File: src/rtl/dcp_tx_fmt_pkg.sv
// Shared definitions for the DCP transmit formatter:
// state encoding, record lengths and ASCII constants.
package dcp_tx_fmt_pkg;

    typedef enum logic [1:0] {
        ST_IDLE      = 2'd0,
        ST_SEND      = 2'd1,
        ST_WAIT_DROP = 2'd2
    } state_e;

    localparam logic [3:0] LEN_RAW = 4'd1;
    localparam logic [3:0] LEN_HEX = 4'd10;

    localparam logic [3:0] IDX_CR = 4'd8;
    localparam logic [3:0] IDX_LF = 4'd9;

    localparam logic [7:0] ASC_ZERO = 8'h30;
    localparam logic [7:0] ASC_UPA  = 8'h41;
    localparam logic [7:0] ASC_CR   = 8'h0D;
    localparam logic [7:0] ASC_LF   = 8'h0A;

endpackage

File: src/rtl/hex2ascii.sv
// Nibble to uppercase ASCII hex digit, purely combinational.
module hex2ascii
    import dcp_tx_fmt_pkg::*;
(
    input  logic [3:0] nib_i,
    output logic [7:0] asc_o
);

    always_comb begin
        if (nib_i < 4'd10) begin
            asc_o = ASC_ZERO + {4'd0, nib_i};
        end else begin
            asc_o = ASC_UPA + {4'd0, nib_i} - 8'd10;
        end
    end

endmodule

File: src/rtl/dcp_tx_fmt.sv
// Formats command-handler payloads into raw bytes or hex text
// records and streams them to a UART transmitter.
module dcp_tx_fmt
    import dcp_tx_fmt_pkg::*;
#(
    parameter logic [7:0] CHAR_CR = ASC_CR,
    parameter logic [7:0] CHAR_LF = ASC_LF
) (
    input  logic        clk,
    input  logic        rst,
    input  logic        req_tx,
    input  logic        type_tx,
    input  logic [31:0] dout,
    output logic        ack_tx,
    output logic [7:0]  tx_data,
    output logic        tx_vld,
    input  logic        tx_rdy,
    output logic        busy
);

    state_e      state_q, state_d;
    logic [3:0]  idx_q, idx_d;
    logic        type_q, type_d;
    logic [31:0] data_q, data_d;
    logic        ack_q, ack_d;

    logic [3:0]  nib;
    logic [7:0]  hex_char;
    logic [7:0]  byte_sel;
    logic        last_idx;

    // Hex digits go out most significant nibble first
    always_comb begin
        unique case (idx_q[2:0])
            3'd0: nib = data_q[31:28];
            3'd1: nib = data_q[27:24];
            3'd2: nib = data_q[23:20];
            3'd3: nib = data_q[19:16];
            3'd4: nib = data_q[15:12];
            3'd5: nib = data_q[11:8];
            3'd6: nib = data_q[7:4];
            3'd7: nib = data_q[3:0];
        endcase
    end

    hex2ascii u_hex2ascii (
        .nib_i (nib),
        .asc_o (hex_char)
    );

    always_comb begin
        if (!type_q) begin
            byte_sel = data_q[7:0];
        end else if (idx_q == IDX_CR) begin
            byte_sel = CHAR_CR;
        end else if (idx_q == IDX_LF) begin
            byte_sel = CHAR_LF;
        end else begin
            byte_sel = hex_char;
        end
    end

    assign last_idx = type_q ? (idx_q == LEN_HEX - 4'd1)
                             : (idx_q == LEN_RAW - 4'd1);

    always_comb begin
        state_d = state_q;
        idx_d   = idx_q;
        type_d  = type_q;
        data_d  = data_q;
        ack_d   = 1'b0;
        case (state_q)
            ST_IDLE: begin
                if (req_tx) begin
                    state_d = ST_SEND;
                    idx_d   = 4'd0;
                    type_d  = type_tx;
                    data_d  = dout;
                end
            end
            ST_SEND: begin
                if (tx_rdy) begin
                    if (last_idx) begin
                        state_d = ST_WAIT_DROP;
                        idx_d   = 4'd0;
                        ack_d   = 1'b1;
                    end else begin
                        idx_d = idx_q + 4'd1;
                    end
                end
            end
            ST_WAIT_DROP: begin
                // Held request must fall before a new record may start
                if (!req_tx) begin
                    state_d = ST_IDLE;
                end
            end
            default: begin
                state_d = ST_IDLE;
                idx_d   = 4'd0;
            end
        endcase
    end

    always_ff @(posedge clk) begin
        if (rst) begin
            state_q <= ST_IDLE;
            idx_q   <= 4'd0;
            type_q  <= 1'b0;
            data_q  <= 32'd0;
            ack_q   <= 1'b0;
        end else begin
            state_q <= state_d;
            idx_q   <= idx_d;
            type_q  <= type_d;
            data_q  <= data_d;
            ack_q   <= ack_d;
        end
    end

    assign tx_vld  = (state_q == ST_SEND);
    assign tx_data = tx_vld ? byte_sel : 8'h00;
    assign busy    = (state_q == ST_SEND) || (state_q == ST_WAIT_DROP);
    assign ack_tx  = ack_q;

endmodule

File: config.mk
export PLATFORM = sky130hd
export DESIGN_NAME = dcp_tx_fmt
export DESIGN_NICKNAME = d
export VERILOG_FILES = /design/src/rtl/dcp_tx_fmt_pkg.sv /design/src/rtl/hex2ascii.sv /design/src/rtl/dcp_tx_fmt.sv
export SDC_FILE = /design/constraint.sdc
export NUM_CORES = 1
export LEC_CHECK = 0
export CORE_MARGIN = 2
export CORE_UTILIZATION = 49
export DETAILED_ROUTE_END_ITERATION = 7
export PLACE_DENSITY = 0.75
export SKIP_LAST_GASP = 1
export SLEW_MARGIN = 20
export SYNTH_ARGS = -nofsm -noshare
export SYNTH_HDL_FRONTEND = slang
export SYNTH_SLANG_ARGS = --single-unit
File: constraint.sdc
create_clock -name clk -period 3.3 [get_ports clk]
set_clock_uncertainty 0.15 [all_clocks]
set_input_delay 0.66 -clock clk [delete_from_list [all_inputs] [get_ports clk]]
set_output_delay 0.66 -clock clk [all_outputs]
set_load 0.05 [all_outputs]
Yosys cells after proc, flatten, opt, wreduce, memory -nomap -nowiden
Cells that the tools add are included.

Flip-flop bits (word level): 40. Latch bits: 0. RAM bits: 0. Memory bits (read-only): 0. Bits of input ports: 37. Output and inout bits: 11. Logic and storage cells: 53. Memories: 0.

$add $sub $neg: 4. $mul: 0. Divide/modulo/power cells: 0. Magnitude comparators: 1. Equal/unequal tests: 15. Shift operators: 0. Muxes and demuxes: 17. Bitwise logic cells: 3. Reduce and logical (&&, ||, !) cells: 8.

Operator list (count): $mux W8 (5); $pmux W4 S8 (1); $eq A3 B3 Y1 const B (4); $mux W4 (3); $pmux W4 S3 (1); $add A7 B4 Y8 const A (1); $eq A4 B4 Y1 const B (2); $mux W2 (4); $sub A8 B4 Y8 const B (1); $add A6 B4 Y7 const A (1); $eq A3 B2 Y1 const B (2); $pmux W2 S3 (1); $add A4 B1 Y4 const B (1); $logic_not A4 Y1 (1); $lt A4 B4 Y1 const B (1); $ne A2 B1 Y1 const B (2); $ne A2 B2 Y1 const B (2); $reduce_and A4 Y1 (1); $eq A3 B1 Y1 const B (1); $logic_not A3 Y1 (1); $not A1 Y1 (3); $reduce_and A3 Y1 (1); $reduce_or A3 Y1 (1); $eq A2 B1 Y1 const B (1); 5 further kinds (6).

Depth between registers and ports, before layout
Gate-level depths: netlist of the first run.

Depth after elaboration: 9. Gate-level depth with buffers: 12. Mapped depth without buffers: 11.

Hierarchy
Synthesis of the first run repeated with hierarchy kept, for this count alone.

Cells, all modules: 284. Area total of the unflattened synthesis: 2123.3 µm².

By module, submodules not included: dcp_tx_fmt (times used 1, cells an instance 268, area an instance 2018.2 µm²); hex2ascii (times used 1, cells an instance 16, area an instance 105.1 µm²).

Least setup slack after synthesis of the first run
OpenSTA, ideal clock, no wires.

Kind: register to output. From: register idx_q[1]. To: output tx_data[1]. Arrival time: 2678 ps. Slack: -188 ps. Cell stages (with the launch flop): 12. Buffers on the path: 1. Cells stage by stage: dfxtp_1 > inv_1 > ha_1 > buf_2 > or3_1 > nor2_1 > nor2_1 > inv_1 > ha_1 > a21oi_1 > o21ai_1 > a21oi_1.

Word-level cells in the longest chain between the ends: 9.

Ends and longest elaborated chain: start: declaration (RTL line dcp_tx_fmt.sv:22) `logic [3:0] idx_q, idx_d;`; start signal: assignment (RTL line dcp_tx_fmt.sv:114) `idx_q <= idx_d;`; $eq A3 B3 Y1 (tied with other cells) (RTL line dcp_tx_fmt.sv:34) `unique case (idx_q[2:0])`; $pmux W4 S8 (RTL line dcp_tx_fmt.sv:34); $add A7 B4 Y8 (RTL line hex2ascii.sv:13) `asc_o = ASC_UPA + {4'd0, nib_i} - 8'd10;`; $sub A8 B4 Y8 (RTL line hex2ascii.sv:13); $mux W8 (RTL line hex2ascii.sv:10) `if (nib_i < 4'd10) begin`; $mux W8 (RTL line dcp_tx_fmt.sv:56) `end else if (idx_q == IDX_LF) begin`; $mux W8 (*) (RTL line dcp_tx_fmt.sv:54) `end else if (idx_q == IDX_CR) begin`; $mux W8 (*) (RTL line dcp_tx_fmt.sv:52) `if (!type_q) begin`; $mux W8 (*) (RTL line dcp_tx_fmt.sv:122) `assign tx_data = tx_vld ? byte_sel : 8'h00;`; end: declaration (RTL line dcp_tx_fmt.sv:15) `output logic [7:0] tx_data,`.

Every way passes the cells marked *; elsewhere a longest branch is shown, timed or not.

Worst setup path after layout of the first run
From: register idx_q[1]. To: output tx_data[2].

The elaborated chain is that of the path after synthesis.

==> results of run 1 <==
-- registers in the layout, indices dropped and copies added (netlist names) --
register	flops
data_q	32
idx_q	4
state_q	2
ack_tx	1
type_q	1
-- through the flow --
step	TNS, ns	worst slack [ns]
6_report	-0.5152	-0.1468
5_1_grt	-1.208	-0.2015
4_1_cts	0	0.0009923
3_5_place_dp	0	0.1018
3_3_place_gp	0	0.1746
2_1_floorplan	0	0.06858
-- worst paths after layout --
kind / to / cells after the start / slack (ns) / startpoint
max: tx_data[2] / 11 / -0.15 / idx_q[1]$_SDFFE_PP0P_
min: data_q[27]$_SDFFE_PP0P_ / 2 / 0.31 / data_q[27]$_SDFFE_PP0P_
max reg2reg: idx_q[3]$_SDFFE_PP0P_ / 8 / 1.25 / state_q[1]$_SDFFE_PP0P_
min reg2reg: data_q[27]$_SDFFE_PP0P_ / 2 / 0.31 / data_q[27]$_SDFFE_PP0P_
-- power breakdown --
part	switching, W	internal [W]
clock	0.000175	0.000143
sequential	0.0000930	0.000587
combinational	0.000827	0.000693
-- logic make-up after synthesis --
family / count (synthesis)
AOI/OAI and AO/OA: 74
xor gates and xnor gates: 2
adders and majority gates: 10
buffers and inverters: 25
DFF: 40
muxes: 2
and+or+nand+nor: 118
-- cells in the final DEF (no fill, tap or decap), drive strengths merged, types with 2 or more instances in the layout --
cell type,count
clkbuf,5
a22oi,5
ha,10
a31oi,2
and3,2
mux2i,2
a21oi,41
buf,27
o211ai,3
o22ai,3
nand2b,5
a222oi,2
nor2,15
nand3,5
inv,11
nor3b,3
a22o,4
dfxtp,40
o21ai,5
nand2,80
clkdlybuf4s50,40
a211o,2
a221oi,2
-- area by class of cell --
| class | instances | area [sq um] |
|---|---|---|
| multi-input combinational | 206 | 1244 |
| clock inverter | 2 | 12.51 |
| sequential | 40 | 808.3 |
| clock buffer | 5 | 68.82 |
| inverter | 11 | 43.79 |
| fill | 319 | 1062 |
| timing repair buffer | 67 | 698.2 |
| tap | 50 | 62.56 |
-- per-layer routing --
metal	track usage	up-vias	part of all wire	wire length, microns
met5	0	-	0	0
met3	0.05263	15	0.057	321
met2	0.4163	74	0.48	2676
li1	-	1054	-	-
met1	0.3286	940	0.44	2468
met4	0.1200	0	0.028	160
-- what timing repair did --
item | in CTS | in global routing
setup buffers | 8 | 1
hold endpoints to repair | 0 | 0
gates cloned | 0 | 0
resized for setup | 21 | 9
hold buffers | 0 | 0
pin swaps | 10 | 8
setup endpoints to repair | 7 | 7
-- worst register-to-register path, cell delays in order (launching register included) --
cell	delay (ns)
dfxtp_1	0.35
inv_1	0.08
ha_1	0.27
inv_1	0.22
o22ai_1	0.14
nor2_1	0.37
nand4_1	0.18
xor2_1	0.15
nor2_1	0.05
==> impl_metrics.json, run 1 <==
{
  "die_w_microns": 68.30,
  "cts.sinks": 40,
  "dr.pass1.iters": 4,
  "clkSlewWorstSetupHoldPaths_ns": 0.08,
  "critPathSlowestCell": "a222oi_1",
  "drive_gt1_frac": 0.1843,
  "synth_edf_count": 0,
  "syn-num-nets": 318,
  "fin_crit_sh": 1.044,
  "slew_headroom": 0.5393,
  "grt_usage": 0.2578,
  "worst_pin_slew_ns": 0.6889,
  "vias": 2083,
  "fmax_mhz": 290.1,
  "ys_warn_count": 0,
  "failed_checks": "setup timing",
  "slew_viol_final": 0,
  "yosysTopAreaCell": "dfxtp_1",
  "status": "complete, but fails checks",
  "path_buf_inv": 3,
  "core_area_sq_mm": 0.004000,
  "grt-ovfl-total": 0,
  "antenna_found_initial": 0,
  "synth_area_per_cell_sq_um": 7.475,
  "start_util": 0.5064,
  "path_cells": "inv_4 -> ha_4 -> buf_6 -> a222oi_1 -> a21oi_1 -> o22ai_2 -> ha_4 -> nand2_2 -> nor4b_2 -> a211o_1 -> buf_12",
  "seq_area_frac_synth": 0.3953,
  "ctsHtreeMaxLevel": 2,
  "ys_seq_elements": 40,
  "worstSetupPathType": "flip-flop to primary output",
  "muxShareOfSynthArea": 0.009883,
  "power.density_mw_per_mm2": 857.1,
  "fp-row-count": 23,
  "hp-class": "flip-flop to flip-flop",
  "yosys-top-cells-count": "nand2_1 (80), a21oi_1 (41), dfxtp_1 (40)",
  "maxCapViolations": 0,
  "arrival_ns": 2.64,
  "grt_pass1_vias": 1861,
  "slowest_delay_ns": 0.40,
  "synthFlopType": "dfxtp_1",
  "drc": 0,
  "yosysTopAreaCellShare": 0.3953,
  "setup_violations": 6,
  "synth-simple-area-share": 0.2502,
  "placed_cell_area_sq_mm": 0.002670,
  "root_buffer": "clkbuf_8",
  "final_antenna_net_count": 0,
  "synth_compound_area_frac": 0.2267,
  "synthCells": 271,
  "async_reset_ff_frac": 0,
  "cts_buffers": 5,
  "avgViaCountPerCell": 5.467,
  "drtIter0Drc": 193,
  "dp_hpwl_microns": 3878,
  "io_pins": 48,
  "gp_congestion": 0.9600,
  "clk_path_buf_depth": 2,
  "area_growth_pct": 45.03,
  "wirelength_microns": 5626,
  "synth_top_family_by_area": "simple AND/OR/NAND/NOR gates",
  "cts_tree": "done",
  "final_area_sq_mm": 0.002938,
  "required_ns": 2.49,
  "p_leak_nw": 1.110,
  "grt_max_degree": 29,
  "ys_top_cells_by_area": "dfxtp_1 (40%), nand2_1 (15%), a21oi_1 (10%)",
  "ir_worst_vdd_uv": 441.6,
  "ys_types": 41,
  "finalPower_w": 0.002518,
  "synth_fa_ha_area_frac": 0.06177,
  "critPathMostFrequentCell": "ha_4",
  "rsz0062_at_grt": "true",
  "clock_latency_ns": 0.30,
  "dieArea_sq_mm": 0.004664,
  "cp_top_family": "compound AO/OA/AOI/OAI gates",
  "io_buffers": 47,
  "diodes": 0,
  "critPathCaptureType": "primary output",
  "postLayoutSetupSlackWorst_ns": -0.1468,
  "final_cells": 381,
  "synth_area_sq_mm": 0.002026,
  "die_y_microns": 68.30,
  "wire_per_inst_microns": 14.77,
  "grt_pass1_wl_microns": 8776,
  "cp_max_fo": 6,
  "worst_hold_slack_ns": 0.3067,
  "period_needed_ns": 3.447,
  "cp-start-kind": "flip-flop",
  "nNetsFinal": 378,
  "dp.cells": 365,
  "post-route-util": 0.7344,
  "synth.most_common_cell": "nand2_1",
  "synth_xor_area_frac": 0.008647,
  "hold_violations": 0
}
No activity file was read; power rests on OpenSTA's default activity.
==> inputs of run 2 (changes only) <==
--- a/config.mk
+++ b/config.mk
@@ -9,2 +9,3 @@
 export CORE_UTILIZATION = 49
+export CTS_CLUSTER_DIAMETER = 150
 export DETAILED_ROUTE_END_ITERATION = 7
@@ -16 +17,2 @@
 export SYNTH_SLANG_ARGS = --single-unit
+export TNS_END_PERCENT = 10
==> constraint.sdc (replaced) <==
create_clock -name clk -period 3.3 [get_ports clk]
set_clock_uncertainty 0.15 [all_clocks]
set_input_delay 0.33 -clock clk [delete_from_list [all_inputs] [get_ports clk]]
set_output_delay 0.33 -clock clk [all_outputs]
set_load 0.05 [all_outputs]
==> impl_metrics.json, run 2 (same netlist as run 1, synthesis figures left out) <==
{
  "setup_violations": 0,
  "dp_hpwl_microns": 3635,
  "hold_end": "data_q[21]$_SDFFE_PP0P_",
  "seqPwrFrac": 0.305,
  "io_buffers": 47,
  "largest_reg_flops": 32,
  "dp.cells": 356,
  "final_antenna_net_count": 0,
  "fp-row-count": 23,
  "reg.largest.list": "data_q x32, idx_q x4, state_q x2",
  "cp-start-kind": "flip-flop",
  "pwr-share-clk": 0.131,
  "critPathCaptureType": "primary output",
  "final_common_cell": "nand2_1",
  "clk_path_buf_depth": 2,
  "critPathSlowestCell": "dfxtp_4",
  "wirelength_microns": 5081,
  "slew_headroom": 0.5980,
  "worstSetupPathType": "flip-flop to primary output",
  "antenna_found_initial": 0,
  "gp_congestion": 0.9220,
  "io_pins": 48,
  "worst_pin_slew_ns": 0.6009,
  "fmax_mhz": 312.5,
  "grt_usage": 0.2367,
  "grt_pass1_vias": 1772,
  "cts.sinks": 40,
  "cts_buffers": 5,
  "p_leak_nw": 1.054,
  "max_flop_register": "data_q",
  "arrival_ns": 2.72,
  "p_int_w": 0.001279,
  "hold_depth": 2,
  "reg2reg_slack_ns": 1.28,
  "grt-ovfl-total": 0,
  "cts_tree": "done",
  "start_util": 0.5064,
  "diodes": 0,
  "final_cells": 370,
  "wire_per_inst_microns": 13.73,
  "hp-class": "flip-flop to flip-flop",
  "postLayoutSetupSlackWorst_ns": 0.09979,
  "path_buf_inv": 4,
  "power_switching_w": 0.0009968,
  "slowest_delay_ns": 0.38,
  "core_area_sq_mm": 0.004000,
  "avgViaCountPerCell": 5.484,
  "worstHoldStart": "data_q[21]$_SDFFE_PP0P_",
  "pre_cts_slack_ns": 0.2250,
  "worst_hold_slack_ns": 0.3080,
  "finalPower_w": 0.002275,
  "cp_top_family": "compound AO/OA/AOI/OAI gates",
  "die_y_microns": 68.30,
  "fin_crit_sh": 0.9698,
  "rsz0062_at_grt": "true",
  "dr.pass1.iters": 4,
  "slew_viol_final": 0,
  "fillers": 355,
  "die_w_microns": 68.30,
  "reg2reg_depth": 8,
  "clock_latency_ns": 0.29,
  "path_cells": "inv_1 -> ha_4 -> clkbuf_2 -> nand2b_1 -> a221o_1 -> a222oi_1 -> buf_4 -> or2_1 -> nand3_1 -> a31oi_1 -> buf_12",
  "layout_common_cells": "nand2_1 (79), clkdlybuf4s50_1 (40), a21oi_1 (39), dfxtp_1 (37), nor2_1 (13)",
  "area_growth_pct": 38.60,
  "grt_pass1_wl_microns": 8128,
  "nNetsFinal": 367,
  "ir_worst_vdd_uv": 488.7,
  "worstReg2RegEnd": "idx_q[2]$_SDFFE_PP0P_",
  "combPwrFrac": 0.564,
  "required_ns": 2.82,
  "dieArea_sq_mm": 0.004664,
  "cts.hold.buffers_added": 0,
  "ctsHtreeMaxLevel": 2,
  "status": "finished, final reports clean",
  "clkSlewWorstSetupHoldPaths_ns": 0.07,
  "cp_max_fo": 7,
  "period_needed_ns": 3.200,
  "r2r-start": "idx_q[1]$_SDFFE_PP0P_",
  "drc": 0,
  "swShare": 0.4381,
  "drive_gt1_frac": 0.1313,
  "maxCapViolations": 0,
  "drtIter0Drc": 143,
  "tns_ns": 0,
  "grt_max_degree": 34,
  "vias": 2029,
  "power.density_mw_per_mm2": 810.4,
  "hold_violations": 0,
  "root_buffer": "clkbuf_8"
}
## run 2: cell count changes in the layout (fill, tap and decap cells not counted), sizes merged
cell	previous run	this run
buf	27	15
clkbuf	5	7
clkinvlp	1	0
## run 2: per-layer routing
layer	up-vias	global-route usage	share of wire
li1	1026	-	-
met4	0	0.09750	0.038
met5	-	0	0
met1	896	0.3144	0.44
met2	86	0.3665	0.45
met3	21	0.05757	0.075
## run 2: worst max-delay path by stage
stage	start	endpoint	slack (ns)	depth (start not counted)
4_1_cts	idx_q[0]$_SDFFE_PP0P_	tx_data[6]	0.05	11
6_report	idx_q[1]$_SDFFE_PP0P_	tx_data[3]	0.1	11
5_1_grt	idx_q[1]$_SDFFE_PP0P_	tx_data[0]	-0.05	11
3_5_place_dp	idx_q[1]$_SDFFE_PP0P_	tx_data[3]	0.22	9
2_1_floorplan	idx_q[1]$_SDFFE_PP0P_	tx_data[1]	0.14	11
3_3_place_gp	idx_q[1]$_SDFFE_PP0P_	tx_data[0]	0.29	9
## run 2: layout make-up
class / count / area, sq um / area share
Multi-Input combinational cell: 206 / 1209 / 0.4305
Sequential cell: 40 / 812.0 / 0.2892
Timing Repair Buffer: 56 / 605.6 / 0.2157
Clock buffer: 6 / 72.57 / 0.02585
Tap cell: 50 / 62.56 / 0.02228
Inverter: 11 / 41.29 / 0.01471
Clock inverter: 1 / 5.005 / 0.001783
## run 2: power groups by stage
stage | logic [W] | registers [W] | clock network [W]
5_1_grt | 0.00141 | 0.000707 | 0.000328
3_3_place_gp | 0.00107 | 0.000683 | 0
3_5_place_dp | 0.00109 | 0.000687 | 0
6_report | 0.00128 | 0.000693 | 0.000299
2_1_floorplan | 0.000822 | 0.000645 | 0
4_1_cts | 0.00111 | 0.000677 | 0.000306
## run 2: stage by stage
step           instance area, sq um    util
2_1_floorplan                  2026       -
3_3_place_gp                   2589  0.6472
3_5_place_dp                   2589  0.6472
4_1_cts                        2683  0.6706
5_1_grt                        2808  0.7019
6_report                       2808  0.7019
## run 2: repair_timing
item                       CTS  global route
hold endpoints to repair     0             0
resized for setup            4            19
setup endpoints to repair    6             7
buffers inserted             1             6
pin swaps                    1             2
## run 2: worst min-delay path: stages, from the launching register on
cell and delay [ns]:
dfxtp_1 0.31, nand2_1 0.05, a21oi_1 0.05
==> inputs of run 3 (changes only) <==
- CORE_UTILIZATION: 49 -> 51
- CTS_BUF_LIST: default -> sky130_fd_sc_hd__clkbuf_8
- PLACE_DENSITY: 0.75 -> 0.78
==> impl_metrics.json, run 3 (same netlist as run 1, synthesis figures left out) <==
{
  "status": "finished, final reports clean",
  "cts_buffers": 5,
  "avgViaCountPerCell": 5.644,
  "hold_depth": 2,
  "required_ns": 2.82,
  "maxCapViolations": 0,
  "dieArea_sq_mm": 0.004492,
  "worst_pin_slew_ns": 1.123,
  "grt_pass1_wl_microns": 9032,
  "rsz0062_at_grt": "true",
  "reg2reg_depth": 8,
  "dr.pass1.iters": 4,
  "final_area_sq_mm": 0.002818,
  "wire_per_inst_microns": 15.56,
  "wirelength_microns": 5725,
  "slew_headroom": 0.2497,
  "worstHoldStart": "data_q[25]$_SDFFE_PP0P_",
  "cts.sinks": 40,
  "dp_hpwl_microns": 3927,
  "placed_cell_area_sq_mm": 0.002594,
  "ir_worst_vdd_uv": 521.5,
  "hold_end": "data_q[25]$_SDFFE_PP0P_",
  "arrival_ns": 2.74,
  "vias": 2077,
  "nNetsFinal": 366,
  "fmax_mhz": 310.3,
  "cts_tree": "done",
  "period_needed_ns": 3.223,
  "die_y_microns": 67.03,
  "power.density_mw_per_mm2": 858.2,
  "die_w_microns": 67.03,
  "grt_max_degree": 34,
  "drtIter0Drc": 136,
  "reg2reg_slack_ns": 1.20,
  "clock_latency_ns": 0.30,
  "final_common_cell": "nand2_1",
  "clkSlewWorstSetupHoldPaths_ns": 0.08,
  "start_util": 0.5411,
  "drc": 0,
  "core_area_sq_mm": 0.003744,
  "worstReg2RegEnd": "idx_q[3]$_SDFFE_PP0P_",
  "final_antenna_net_count": 0,
  "max_flop_register": "data_q",
  "critPathCaptureType": "primary output",
  "grt_usage": 0.2689,
  "gp_congestion": 0.8896,
  "slew_viol_final": 0,
  "largest_reg_flops": 32,
  "hold_violations": 0,
  "layout_common_cells": "nand2_1 (80), a21oi_1 (40), clkdlybuf4s50_1 (40), dfxtp_1 (38), nor2_1 (14)",
  "io_pins": 48,
  "tns_ns": 0,
  "io_buffers": 47,
  "clk_path_buf_depth": 2,
  "p_leak_nw": 1.068,
  "hp-class": "flip-flop to flip-flop",
  "root_buffer": "clkbuf_8",
  "cp_max_fo": 5,
  "worstSetupPathType": "flip-flop to primary output",
  "grt-ovfl-total": 0,
  "antenna_found_initial": 0,
  "ctsHtreeMaxLevel": 2,
  "setup_violations": 0,
  "cts.hold.buffers_added": 0,
  "fp-row-count": 22,
  "grt_pass1_vias": 1971,
  "cp-start-kind": "flip-flop",
  "fin_crit_sh": 0.9765,
  "r2r-start": "state_q[1]$_SDFFE_PP0P_",
  "diodes": 0,
  "drive_gt1_frac": 0.1281,
  "area_growth_pct": 39.10,
  "reg.largest.list": "data_q x32, idx_q x4, state_q x2"
}
==> run 3: metal layers <==
layer | routed length, microns | up-vias | track usage
li1 | - | 1023 | -
met1 | 2569 | 968 | 0.3389
met2 | 2722 | 64 | 0.4319
met3 | 252 | 22 | 0.05574
met4 | 182 | 0 | 0.1327
met5 | 0 | - | 0
==> run 3: layout make-up <==
type / count / area, sq um
inverter: 11 / 41.29
tap: 48 / 60.06
fill: 287 / 925.9
sequential: 40 / 808.3
timing repair buffer: 55 / 600.6
clock inverter: 3 / 46.29
clock buffer: 5 / 68.82
multi-input combinational: 206 / 1192
==> run 3: where the power goes <==
part,internal [W],leakage [nW],switching (W),total [W]
logic,0.000534,0.684,0.000797,0.00133
registers,0.000587,0.329,0.0000897,0.000677
clock network,0.000228,0.0548,0.000182,0.000409
total,0.00135,1.07,0.00107,0.00242
==> run 3: metrics by stage <==
| step | util | setup WS (ns) | instances | power [W] | hold WS [ns] |
|---|---|---|---|---|---|
| after CTS | 0.7273 | 0.009696 | 364 | 0.002237 | 0.3151 |
| final | 0.7527 | 0.07745 | 368 | 0.002418 | 0.3159 |
| after floorplan | - | 0.1416 | 271 | 0.001467 | 0.2812 |
| after detailed placement | 0.6928 | 0.1942 | 355 | 0.001787 | 0.3032 |
| after global placement | 0.6928 | 0.3070 | 355 | 0.001760 | 0.2935 |
| after global routing | 0.7527 | -0.05529 | 368 | 0.002554 | 0.3386 |
==> run 3: timing repair <==
action / in CTS / in global routing
resized for setup: 2 / 17
buffers inserted: 1 / 4
endpoints found under the setup margin: 7 / 7
gates cloned: 0 / 0
hold endpoints to repair: 0 / 0
pin swaps: 1 / 3
==> run 3: how the worst max path moves through the flow <==
stage                                startpoint         end  cells after the start
after floorplan           idx_q[1]$_SDFFE_PP0P_  tx_data[1]                     11
after global placement    idx_q[1]$_SDFFE_PP0P_  tx_data[0]                      9
after detailed placement  idx_q[1]$_SDFFE_PP0P_  tx_data[0]                      9
after CTS                 idx_q[1]$_SDFFE_PP0P_  tx_data[6]                     12
after global routing      idx_q[0]$_SDFFE_PP0P_  tx_data[2]                     12
final                     idx_q[0]$_SDFFE_PP0P_  tx_data[2]                     12
==> run 3: critical path, cell delays in order (launching register included) <==
cell	delay [ns]
dfxtp_4	0.38
ha_1	0.23
ha_2	0.21
a22oi_1	0.19
o211ai_1	0.12
a21oi_2	0.17
nor2_1	0.10
inv_2	0.10
ha_1	0.20
nand2_1	0.13
nor3b_1	0.18
a211o_1	0.27
buf_12	0.16
